==> src/rtl/conv_pass_scheduler_if.sv <==
// Handshake/bus bundle between the pass scheduler (master) and its controller/datapath (slave).
interface conv_pass_scheduler_if #(
  parameter int IMG_SIZE = 14,
  parameter int IN_CH    = 4,
  parameter int OUT_CH   = 8
);
  localparam int N  = IMG_SIZE * IMG_SIZE;
  localparam int AW = $clog2(IN_CH * N);
  localparam int BW = $clog2(OUT_CH * IN_CH);
  localparam int RW = $clog2(N);
  localparam int OW = $clog2(OUT_CH);

  logic          start;
  logic          busy;
  logic          done;
  logic          fmap_rd;
  logic [AW-1:0] fmap_addr;
  logic          pix_valid;
  logic          conv_ready;
  logic          conv_clr;
  logic          w_load;
  logic [BW-1:0] w_bank_sel;
  logic          conv_valid;
  logic [RW-1:0] res_idx;
  logic          psum_first;
  logic          psum_last;
  logic [OW-1:0] oc_idx;
  logic          ovf_err;

  modport master (
    input  start, conv_ready, conv_valid,
    output busy, done, fmap_rd, fmap_addr, pix_valid, conv_clr, w_load,
           w_bank_sel, res_idx, psum_first, psum_last, oc_idx, ovf_err
  );

  modport slave (
    output start, conv_ready, conv_valid,
    input  busy, done, fmap_rd, fmap_addr, pix_valid, conv_clr, w_load,
           w_bank_sel, res_idx, psum_first, psum_last, oc_idx, ovf_err
  );
endinterface

==> src/rtl/conv_pass_scheduler.sv <==
// Walks every (output-channel, input-channel) pass of a 3x3 conv layer: clear, load weights,
// stream one feature map, count PE results and tag them for the partial-sum accumulator.
module conv_pass_scheduler #(
  parameter int IMG_SIZE = 14,
  parameter int IN_CH    = 4,
  parameter int OUT_CH   = 8
) (
  input  logic clk,
  input  logic reset,
  conv_pass_scheduler_if.master bus
);
  localparam int N   = IMG_SIZE * IMG_SIZE;
  localparam int AW  = $clog2(IN_CH * N);
  localparam int BW  = $clog2(OUT_CH * IN_CH);
  localparam int RW  = $clog2(N);
  localparam int OW  = $clog2(OUT_CH);
  localparam int CW  = $clog2(N + 1);
  localparam int ICW = $clog2(IN_CH);

  localparam logic [2:0] S_IDLE   = 3'd0;
  localparam logic [2:0] S_CLR    = 3'd1;
  localparam logic [2:0] S_LOAD_W = 3'd2;
  localparam logic [2:0] S_STREAM = 3'd3;
  localparam logic [2:0] S_DRAIN  = 3'd4;
  localparam logic [2:0] S_NEXT   = 3'd5;
  localparam logic [2:0] S_FIN    = 3'd6;

  logic [2:0]     state;
  logic [CW-1:0]  rd_cnt;
  logic [CW-1:0]  res_cnt;
  logic [ICW-1:0] ic;
  logic [OW-1:0]  oc;
  logic           pix_valid_q;
  logic           ovf_q;
  logic           in_pass;
  logic           rd_fire;
  logic           res_fire;
  logic           last_pass;

  assign in_pass   = (state == S_STREAM) || (state == S_DRAIN);
  assign rd_fire   = (state == S_STREAM) && bus.conv_ready && (rd_cnt < CW'(N));
  assign res_fire  = in_pass && bus.conv_valid && (res_cnt < CW'(N));
  assign last_pass = (oc == OW'(OUT_CH - 1)) && (ic == ICW'(IN_CH - 1));

  // Results are only counted while a pass is live; anything else is an overflow and sticks.
  always_ff @(posedge clk) begin
    if (reset) begin
      state       <= S_IDLE;
      rd_cnt      <= '0;
      res_cnt     <= '0;
      ic          <= '0;
      oc          <= '0;
      pix_valid_q <= 1'b0;
      ovf_q       <= 1'b0;
    end else begin
      pix_valid_q <= rd_fire;
      if (bus.conv_valid && (!in_pass || (res_cnt == CW'(N))))
        ovf_q <= 1'b1;
      if (res_fire)
        res_cnt <= res_cnt + CW'(1);

      case (state)
        S_IDLE: begin
          if (bus.start) begin
            ic    <= '0;
            oc    <= '0;
            state <= S_CLR;
          end
        end
        S_CLR: begin
          rd_cnt  <= '0;
          res_cnt <= '0;
          state   <= S_LOAD_W;
        end
        S_LOAD_W: state <= S_STREAM;
        S_STREAM: begin
          if (rd_fire) begin
            rd_cnt <= rd_cnt + CW'(1);
            if (rd_cnt == CW'(N - 1))
              state <= S_DRAIN;
          end
        end
        S_DRAIN: begin
          if (res_cnt == CW'(N))
            state <= S_NEXT;
        end
        S_NEXT: begin
          // On the final pass oc is left alone and only wraps to 0 via FIN.
          if (ic == ICW'(IN_CH - 1)) begin
            ic <= '0;
            if (!last_pass)
              oc <= oc + OW'(1);
          end else begin
            ic <= ic + ICW'(1);
          end
          state <= last_pass ? S_FIN : S_CLR;
        end
        S_FIN: begin
          oc    <= '0;
          state <= S_IDLE;
        end
        default: state <= S_IDLE;
      endcase
    end
  end

  assign bus.busy       = (state != S_IDLE) && (state != S_FIN);
  assign bus.done       = (state == S_FIN);
  assign bus.fmap_rd    = rd_fire;
  assign bus.fmap_addr  = AW'(ic) * AW'(N) + AW'(rd_cnt);
  assign bus.pix_valid  = pix_valid_q;
  assign bus.conv_clr   = (state == S_CLR);
  assign bus.w_load     = (state == S_LOAD_W);
  assign bus.w_bank_sel = BW'(oc) * BW'(IN_CH) + BW'(ic);
  assign bus.res_idx    = in_pass ? res_cnt[RW-1:0] : '0;
  assign bus.psum_first = in_pass && (ic == '0);
  assign bus.psum_last  = in_pass && (ic == ICW'(IN_CH - 1));
  assign bus.oc_idx     = oc;
  assign bus.ovf_err    = ovf_q;
endmodule

==> src/flat_wrapper.sv <==
// flat-port wrapper written by rule: the top's interface ports become plain ports
module conv_pass_scheduler_flat 
#(
  parameter int IMG_SIZE = 14,
  parameter int IN_CH    = 4,
  parameter int OUT_CH   = 8
)
  (clk, reset, bus_start, bus_conv_ready, bus_conv_valid, bus_busy, bus_done, bus_fmap_rd, bus_fmap_addr, bus_pix_valid, bus_conv_clr, bus_w_load, bus_w_bank_sel, bus_res_idx, bus_psum_first, bus_psum_last, bus_oc_idx, bus_ovf_err);
  conv_pass_scheduler_if #(.IMG_SIZE(IMG_SIZE), .IN_CH(IN_CH), .OUT_CH(OUT_CH)) bus_i ();
  input  logic clk;
  input  logic reset;
  input wire logic [$bits(bus_i.start)-1:0] bus_start;
  input wire logic [$bits(bus_i.conv_ready)-1:0] bus_conv_ready;
  input wire logic [$bits(bus_i.conv_valid)-1:0] bus_conv_valid;
  output wire logic [$bits(bus_i.busy)-1:0] bus_busy;
  output wire logic [$bits(bus_i.done)-1:0] bus_done;
  output wire logic [$bits(bus_i.fmap_rd)-1:0] bus_fmap_rd;
  output wire logic [$bits(bus_i.fmap_addr)-1:0] bus_fmap_addr;
  output wire logic [$bits(bus_i.pix_valid)-1:0] bus_pix_valid;
  output wire logic [$bits(bus_i.conv_clr)-1:0] bus_conv_clr;
  output wire logic [$bits(bus_i.w_load)-1:0] bus_w_load;
  output wire logic [$bits(bus_i.w_bank_sel)-1:0] bus_w_bank_sel;
  output wire logic [$bits(bus_i.res_idx)-1:0] bus_res_idx;
  output wire logic [$bits(bus_i.psum_first)-1:0] bus_psum_first;
  output wire logic [$bits(bus_i.psum_last)-1:0] bus_psum_last;
  output wire logic [$bits(bus_i.oc_idx)-1:0] bus_oc_idx;
  output wire logic [$bits(bus_i.ovf_err)-1:0] bus_ovf_err;
  assign bus_i.start = bus_start;
  assign bus_i.conv_ready = bus_conv_ready;
  assign bus_i.conv_valid = bus_conv_valid;
  assign bus_busy = bus_i.busy;
  assign bus_done = bus_i.done;
  assign bus_fmap_rd = bus_i.fmap_rd;
  assign bus_fmap_addr = bus_i.fmap_addr;
  assign bus_pix_valid = bus_i.pix_valid;
  assign bus_conv_clr = bus_i.conv_clr;
  assign bus_w_load = bus_i.w_load;
  assign bus_w_bank_sel = bus_i.w_bank_sel;
  assign bus_res_idx = bus_i.res_idx;
  assign bus_psum_first = bus_i.psum_first;
  assign bus_psum_last = bus_i.psum_last;
  assign bus_oc_idx = bus_i.oc_idx;
  assign bus_ovf_err = bus_i.ovf_err;
  conv_pass_scheduler #(.IMG_SIZE(IMG_SIZE), .IN_CH(IN_CH), .OUT_CH(OUT_CH)) u_core (.clk(clk), .reset(reset), .bus(bus_i));
endmodule
==> config.mk <==
export PLATFORM = sky130hd
export DESIGN_NAME = conv_pass_scheduler_flat
export DESIGN_NICKNAME = d
export VERILOG_FILES = /design/src/rtl/conv_pass_scheduler_if.sv /design/src/rtl/conv_pass_scheduler.sv /design/src/flat_wrapper.sv
export SDC_FILE = /design/constraint.sdc
export NUM_CORES = 1
export LEC_CHECK = 0
export CORE_ASPECT_RATIO = 0.75
export CORE_MARGIN = 3
export CORE_UTILIZATION = 30
export CTS_CLUSTER_SIZE = 8
export DETAILED_ROUTE_END_ITERATION = 10
export GPL_ROUTABILITY_DRIVEN = 0
export GPL_TIMING_DRIVEN = 0
export SYNTH_ARGS = -nofsm -noshare
export SYNTH_HDL_FRONTEND = slang
export SYNTH_SLANG_ARGS = --single-unit
export TNS_END_PERCENT = 5
==> constraint.sdc <==
create_clock -name clk -period 2.26 [get_ports clk]
set_input_delay 0.339 -clock clk [delete_from_list [all_inputs] [get_ports clk]]
set_output_delay 0.339 -clock clk [all_outputs]
set_load 0.03 [all_outputs]
==> metrics.txt, run 1 <==
outcome=finished with violations; failing checks=setup timing; Final Skew=~0.0042 ns; number of fill cells in the layout=around 570; Synth Area in XOR/XNOR=about 4.9%; Die ar.=around 0.007 mm^2; Pre-Repair DR Iteration Count=4; Async SR Flop Fraction=0%; first-pass GRT wire length=~7.2 mm; CTS HTree Levels=1; WL/cell=around 13 um; Synth Net Count=about 230; # IOs=40; ant diodes=0; fin crit share=101%; largest family of logic cells by synthesized area=simple AND/OR/NAND/NOR gates; Leak=about 0.001 uW; antenna viol nets, final=0; placed insts=328; FF+latch area=~530 um^2; Pwr Density=roughly 530 mW/mm^2; area of the multi-input gates=0.00121 mm^2; CP startpoint kind=flop; Primary FF master, synth=dfxtp_1; CTS sink cnt=26; Slew Limit Fails=0; non-filler cells, final=331; Final WS setup=-0.0311 ns; Required @ worst endpoint=1.92 ns; worst slack, placed=-0.460 ns; crit-path max FO=7; final layout net count=approximately 280; initial antenna violation count=0; clk root buf=clkbuf_8; Core Box Area=0.00555 mm^2; Initial Utilization=approximately a third; Die Height=73.1 um; Compound-Gate Fraction of Synth Area=roughly a fifth; CTS tree=done; drt total wl=roughly 4.4 mm; final hold vios=0; Clock Tree Buf Depth=2; Avg Cell Area, Syn=8.41 um^2; DRT iter0 DRCs=between 100 and 150; Setup Buffers After CTS=0; share of synthesized area spent on multiplexers=1.11%; Worst-path clk slew=approximately 0.09 ns; Post-Syn Area=between 0.0015 and 0.002 mm^2; CP endpoint kind=output pin; Min-Delay Path Class=flop to flop; GRT Overall Usage=12.7%; Netlist cell types=55; Layout Utilization=between 40% and 50%; die width=~95 um; Adder-Cell Fraction of Synth Area=about a tenth; row count=23; GR Overflow Total=0; fmax=436 MHz; relative slew slack=65.4%; RSZ-0062 raised after global routing=yes; synthesized instance count=roughly 210; final setup violation count=2; area grow syn2layout=33.4%; sequential area share after synthesis=around 29%; total power=approximately 1300 uW; Clock Latency Late Sink=roughly 0.27 ns; IR drop worst, VDD=0.331 mV; worst setup path class=flop to output pin; Warnings, synthesis=0; Critical Path AT=about 2 ns; vias per cell=about 5.0; Inserted Clock Buffers=3; FF+latch count, synth=26; DRC viols=0; vias in the first global route=between 1000 and 1500; Cell Area, Placed=between 0.002 and 0.0025 mm^2; CTS Hold Bufs=0; Tightest Pin Transition=0.520 ns; largest net degree at the start of global routing=14; fraction of layout cells with a size suffix above 1=between 10% and 20%; simple-gate share of the synthesized area=roughly 28%; # port buffers=39; min Tclk post-route=approximately 2.3 ns; number of flops mapped to enable cells by yosys=0; final instance area=roughly 0.0024 mm^2; routed vias=approximately 1700; Detailed Place HPWL=about 3.4 mm; Max-cap violations=0
## routing by layer
metal | track usage (%) | wire length [um]
met5 | 0 | 0
met4 | 1.42 | 15
met3 | 3.09 | 220
met2 | 17.6 | 1760
met1 | 20.2 | 2410
## synthesized netlist by cell type, types with 3 or more instances
master | number | area (um^2)
dfxtp_1 | 26 | 521
nand2_1 | 17 | 63.8
a21oi_1 | 14 | 70.1
nor2_1 | 13 | 48.8
ha_1 | 12 | 150
nand3_1 | 10 | 50.1
nor2b_1 | 10 | 62.6
inv_1 | 9 | 33.8
xnor2_1 | 7 | 61.3
buf_2 | 6 | 30.0
buf_4 | 5 | 37.5
clkbuf_1 | 5 | 18.8
o21ai_0 | 5 | 25.0
or3_1 | 5 | 31.3
nand4_1 | 4 | 25.0
o2111ai_1 | 4 | 35.0
a2111o_1 | 3 | 33.8
and2_1 | 3 | 18.8
nand2b_1 | 3 | 18.8
nor3_1 | 3 | 15.0
nor4_1 | 3 | 18.8
o21a_1 | 3 | 22.5
xor2_1 | 3 | 26.3
## metrics by stage
step           TNS, ns  hold WS, ns
2_1_floorplan  -0.0207        0.441
3_3_place_gp     -1.66        0.454
3_5_place_dp     -1.59        0.464
4_1_cts         -0.177        0.489
5_1_grt          -1.01        0.523
6_report       -0.0447        0.493
## state kept, by name (all words and copies together), names as in the netlist
| name | flops |
|---|---|
| u_core.state | 3 |
| u_core.res_cnt | 8 |
| u_core.bus.ovf_err | 1 |
| u_core.bus.pix_valid | 1 |
| u_core.rd_cnt | 8 |
| u_core.bus.oc_idx | 3 |
| u_core.ic | 2 |
## cells by family (layout without fill, tap and decap cells)
| family | count (synthesis) | after routing |
|---|---|---|
| fa+ha+maj | 13 | 13 |
| mux | 2 | 2 |
| simple gates | 87 | 87 |
| buf+inv | 27 | 69 |
| xor+xnor | 10 | 10 |
| compound gates | 49 | 49 |
| flops | 26 | 26 |
## cell type report
class,instances,share of cell area (%)
tap,75,3.91
inverter,10,1.56
multi-input combinational,161,50.4
clock buffer,3,1.72
sequential,26,22.3
timing repair buffer,39,15.9
buffer,17,4.22
## power by group
group | internal [uW] | switching [uW]
Clock | 119 | 139
Combinational | 182 | 308
Sequential | 479 | 34.4
Total | 780 | 481
## critical path: stages (launching register included)
cell and delay (ns):
dfxtp_2 0.38, ha_4 0.18, fa_2 0.41, a41o_1 0.27
a21oi_2 0.16, xnor2_2 0.13, buf_6 0.15
## worst paths after layout
kind / from / endpoint / slack (ns) / depth (start not counted)
setup / recovery: u_core.rd_cnt[2] / bus_fmap_addr[8] / -0.03 / 6
hold reg to reg: u_core.bus.ovf_err / u_core.bus.ovf_err / 0.49 / 2
setup reg to reg: u_core.ic[0] / u_core.bus.oc_idx[2] / 0.49 / 6
hold / removal: u_core.bus.ovf_err / u_core.bus.ovf_err / 0.49 / 2
## placed cells by master, fill, tap and decap left out, types with 6 or more instances in the layout
master and n:
xnor2_1 6, buf_2 6, nor2b_1 10, nor2_1 13, ha_1 9, dfxtp_1 21
clkdlybuf4s50_1 17, nand2_1 17, a21oi_1 13, dlygate4sd2_1 12, inv_1 9, nand3_1 10
## what timing repair did
action,CTS,global route
resized for setup,55,9
endpoints found under the setup margin,21,18
pin swaps,3,3
Power figures use the tool's default switching activity.
==> run 2: changes to the inputs <==
Settings changed: REMOVE_ABC_BUFFERS set to 1.
==> metrics.txt, run 2 (synthesis gave the netlist of run 1 again) <==
die width=95.5 um (unchanged); ant diodes=0 (unchanged); Reg2Reg Setup Slack=0.54 ns (+0.05 ns); Detailed Place HPWL=3.14 mm (-7.4%); Core Box Area=0.00555 mm^2 (unchanged); Clock Latency Late Sink=0.27 ns (about the same); DRT iter0 DRCs=60 (-50%); Layout Utilization=42.8% (-0.41 points); antenna viol nets, final=0 (unchanged); largest net degree at the start of global routing=22 (+8); commonest non-fill, non-tap cells in the layout=clkdlybuf4s50_1 (19), dfxtp_1 (18), nand2_1 (17); Worst-path clk slew=0.09 ns (about the same); Clock Tree Buf Depth=2 (unchanged); final layout net count=265 (-4.0%); CP endpoint kind=output pin; first-pass GRT wire length=7.05 mm (-2.1%); DRC viols=0 (unchanged); Leak=0.000951 uW (-4.5%); fin crit share=99.6% (-1.8 points); CTS Hold Bufs=0 (unchanged); launch point of the worst path=u_core.ic[0]; HP Start=u_core.bus.ovf_err; Required @ worst endpoint=1.92 ns (about the same); non-filler cells, final=321 (-3.0%); Critical Path AT=1.91 ns (-0.04 ns); GR Overflow Total=0 (unchanged); IR drop worst, VDD=0.431 mV (+30%); worst setup path class=flop to output pin; number of fill cells in the layout=558 (-2.4%); drt total wl=4.46 mm (+1.1%); Pwr Density=550 mW/mm^2 (+4.6%); Cell Area, Placed=0.00219 mm^2 (-4.6%); Die Height=73.1 um (unchanged); vias in the first global route=1416 (-1.7%); crit-path max FO=7 (unchanged); CTS HTree Levels=1 (unchanged); initial antenna violation count=0 (unchanged); fmax=444 MHz (+1.8%); area of the multi-input gates=0.00123 mm^2 (+1.9%); min Tclk post-route=2.25 ns (-0.0410 ns); fraction of layout cells with a size suffix above 1=17.9% (-0.86 points); CTS sink cnt=26 (unchanged); commonest non-fill, non-tap cell in the layout=clkdlybuf4s50_1; reg2reg start=u_core.ic[1]; FF+latch area=548 um^2 (+2.6%); # port buffers=39 (unchanged); CP startpoint kind=flop; final instance area=0.00238 mm^2 (-0.94%); CTS tree=done; hold_ws=0.486 ns (-0.00724 ns); Tightest Pin Transition=0.546 ns (+0.0262 ns); Pre-Repair DR Iteration Count=4 (unchanged); final setup violation count=0 (-2); GRT Overall Usage=12.5% (-0.22 points); worst reg-to-reg path cell count=6 (unchanged); Min-Delay Path Class=flop to flop; # IOs=40 (unchanged); routed vias=1642 (-0.97%); relative slew slack=63.5% (-1.9 points); vias per cell=5.12 (+2.1%); final hold vios=0 (unchanged); clk root buf=clkbuf_8; placed insts=311 (-5.2%); biggest regs=u_core.rd_cnt x8, u_core.res_cnt x8; Final Skew=0.00155 ns (-0.00262 ns); outcome=finished clean; row count=23 (unchanged); Initial Utilization=32.4% (unchanged); RSZ-0062 raised after global routing=yes; Die ar.=0.00698 mm^2 (unchanged); WL/cell=13.9 um (+4.2%); Max-cap violations=0 (unchanged); Critical Path End=bus_fmap_addr[8]; Inserted Clock Buffers=3 (unchanged); RR Endpoint=u_core.bus.oc_idx[2]; area grow syn2layout=32.1%; Slew Limit Fails=0 (unchanged)
[run 2: what timing repair did]
item	4_1_cts	5_1_grt
resized for setup	53	15
pin swaps	1	10
hold endpoints to repair	0	0
setup buffers	0	6
endpoints found under the setup margin	21	7
[run 2: layer usage]
layer	vias up	global-route usage, %	share of wire (%)
li1	843	-	-
met1	761	19.9	54
met2	36	16.8	41
met3	2	3.40	5.1
met4	0	1.74	0.34
met5	-	0	0
[run 2: where the power goes]
part           switching, uW  internal, uW  total (uW)
Combinational            261           175         436
Sequential              78.2           485         564
Clock                    152           156         308
[run 2: worst min path at each step]
| stage | endpoint | slack (ns) | cells after the start |
|---|---|---|---|
| global route | u_core.bus.ovf_err | 0.54 | 2 |
| detailed placement | u_core.bus.ovf_err | 0.46 | 2 |
| floorplan | u_core.bus.oc_idx[0] | 0.41 | 1 |
| finish | u_core.bus.ovf_err | 0.49 | 2 |
| CTS | u_core.bus.ovf_err | 0.49 | 2 |
| global placement | u_core.bus.ovf_err | 0.46 | 2 |
[run 2: worst max-delay path, stage by stage, from the launching register on]
cell     delay [ns]
dfxtp_4        0.39
ha_4           0.17
fa_2           0.38
a41o_1         0.26
a21oi_2        0.13
xnor2_1        0.12
buf_4          0.18
[run 2: final cells by class]
| class | instances | area share, % |
|---|---|---|
| Inverter | 10 | 1.58 |
| Timing Repair Buffer | 45 | 17.3 |
| Sequential cell | 26 | 23.0 |
| Clock buffer | 4 | 2.31 |
| Multi-Input combinational cell | 161 | 51.8 |
| Tap cell | 75 | 3.95 |
[run 2: metrics by stage]
stage | total power, uW | setup WS, ns | TNS (ns)
6_report | 1310 | 0.00991 | 0
5_1_grt | 1390 | -0.0601 | -0.138
4_1_cts | 1320 | -0.135 | -0.188
3_5_place_dp | 997 | -0.473 | -5.84
3_3_place_gp | 997 | -0.452 | -5.66
2_1_floorplan | 840 | -0.0299 | -0.0507
==> run 3: changes to the inputs <==
--- a/constraint.sdc
+++ b/constraint.sdc
@@ -3,2 +3,2 @@
 set_output_delay 0.339 -clock clk [all_outputs]
-set_load 0.03 [all_outputs]
+set_load 0.005 [all_outputs]
==> metrics.txt, run 3 (synthesis gave the netlist of run 1 again) <==
largest net degree at the start of global routing=22 (unchanged); Die ar.=0.00698 mm^2 (unchanged); first-pass GRT wire length=7.33 mm (+4.0%); RSZ-0062 raised after global routing=yes; Min-Delay Path Class=flop to flop; Critical Path AT=1.93 ns (+0.02 ns); vias per cell=5.15 (+0.75%); sw frac=33.4% (-4.2 points); routed vias=1711 (+4.2%); hold_ws=0.486 ns (-0.000351 ns); worst reg-to-reg path cell count=7 (+1); crit-path max FO=8 (+1); CTS tree=done; drt total wl=4.56 mm (+2.3%); Final Skew=0.00349 ns (+0.00194 ns); Tightest Pin Transition=0.545 ns (-0.000349 ns); Pwr Density=503 mW/mm^2 (-8.5%); relative slew slack=63.5% (about the same); final layout net count=276 (+4.2%); row count=23 (unchanged); fmax=440 MHz (-1.0%); placed insts=311 (unchanged); worst setup path class=flop to output pin; # IOs=40 (unchanged); sw power=417 uW (-15%); Max-cap violations=0 (unchanged); Comb pwr share=30.6% (-2.8 points); Detailed Place HPWL=3.14 mm (unchanged); Core Box Area=0.00555 mm^2 (unchanged); GRT Overall Usage=13.0% (+0.50 points); Final WS setup=-0.0139 ns (-0.0238 ns); hold depth=2 (unchanged); Clock Latency Late Sink=0.27 ns (about the same); DRT iter0 DRCs=83 (+38%); die width=95.5 um (unchanged); final hold vios=0 (unchanged); area grow syn2layout=38.0%; Pre-Repair DR Iteration Count=4 (unchanged); Clock Tree Buf Depth=2 (unchanged); CP startpoint kind=flop; initial antenna violation count=0 (unchanged); outcome=finished with violations; non-filler cells, final=332 (+3.4%); final setup violation count=2 (+2); IR drop worst, VDD=0.396 mV (-8.1%); Die Height=73.1 um (unchanged); commonest non-fill, non-tap cells in the layout=clkdlybuf4s50_1 (22), dfxtp_1 (19), nand2_1 (17), buf_4 (17), a21oi_1 (13); failing checks=setup timing; fraction of layout cells with a size suffix above 1=19.8% (+2.0 points); vias in the first global route=1480 (+4.5%); clock share of power=24.4% (+0.9 points); Seq pwr share=45.0% (+1.9 points); Leak=0.00115 uW (+21%); Worst-path clk slew=0.09 ns (about the same); clk root buf=clkbuf_8; fin crit share=101% (+1.1 points); number of fill cells in the layout=547 (-2.0%); commonest non-fill, non-tap cell in the layout=clkdlybuf4s50_1; CP endpoint kind=output pin; Slew Limit Fails=0 (unchanged); WL/cell=13.7 um (-1.1%); biggest regs=u_core.rd_cnt x8, u_core.res_cnt x8; ant diodes=0 (unchanged); CTS sink cnt=26 (unchanged); Pint=832 uW (+2.0%); CTS HTree Levels=1 (unchanged); Initial Utilization=32.4% (unchanged); DRC viols=0 (unchanged); worst slack, placed=-0.326 ns (+0.147 ns); Inserted Clock Buffers=3 (unchanged); antenna viol nets, final=0 (unchanged); GR Overflow Total=0 (unchanged); # port buffers=39 (unchanged); Required @ worst endpoint=1.92 ns (about the same); min Tclk post-route=2.27 ns (+0.0238 ns)
==> run 3: cell count changes in the layout (fill, tap and decap cells not counted), moves of 3 or more <==
cell             previous run  this run
clkdlybuf4s50_1            19        22
dlymetal6s2s_1              1        12
buf_4                       7        17
dlygate4sd2_1              13         2
==> run 3: final cells by class <==
type / instances / area [um^2] / area share [%]
Clock buffer: 4 / 55.1 / 2.22
Inverter: 10 / 37.5 / 1.51
Multi-Input combinational cell: 161 / 1220 / 48.9
Sequential cell: 26 / 547 / 22.0
Tap cell: 75 / 93.8 / 3.78
Timing Repair Buffer: 56 / 536 / 21.6
==> run 3: metrics by stage <==
stage | setup TNS, ns | cell area (um^2) | utilization [%] | power, uW
final | -0.0222 | 2480 | 44.7 | 1250
after global routing | -0.235 | 2480 | 44.7 | 1330
after global placement | -3.33 | 2190 | 39.4 | 923
after detailed placement | -3.52 | 2190 | 39.4 | 923
after CTS | -0.322 | 2380 | 42.8 | 1260
after floorplan | 0 | 1700 | - | 766
==> run 3: path summary, 6_finish.rpt <==
check	slack, ns	end	from
worst min register to register	0.49	u_core.bus.ovf_err	u_core.bus.ovf_err
worst max register to register	0.44	u_core.bus.oc_idx[2]	u_core.ic[0]
worst min-delay path	0.49	u_core.bus.ovf_err	u_core.bus.ovf_err
worst max-delay path	-0.01	bus_psum_last	u_core.ic[0]
==> run 3: power groups by stage <==
stage                     clock network (uW)  registers [uW]  logic (uW)
after floorplan                            0             544         222
after global placement                     0             562         361
after detailed placement                   0             564         359
after CTS                                320             562         378
after global routing                     333             575         422
final                                    305             562         383
==> run 3: critical path, stage by stage, from the launching register on <==
cell and delay [ns]:
dfxtp_4 0.39, buf_4 0.12, buf_4 0.09, ha_1 0.33
nor2b_1 0.21, clkdlybuf4s50_1 0.52
==> run 3: per-layer routing <==
metal	wire length (um)	vias up	track usage [%]
met3	241	2	3.40
met2	1930	36	18.5
li1	-	864	-
met1	2370	809	20.0
met5	0	-	0
met4	15	0	1.74
==> run 3: repair_timing <==
| item | 4_1_cts | 5_1_grt |
|---|---|---|
| hold buffers | 0 | 0 |
| setup endpoints to repair | 20 | 15 |
| gates resized for setup | 31 | 19 |
| buffers inserted | 6 | 11 |
| pin swaps | 4 | 5 |
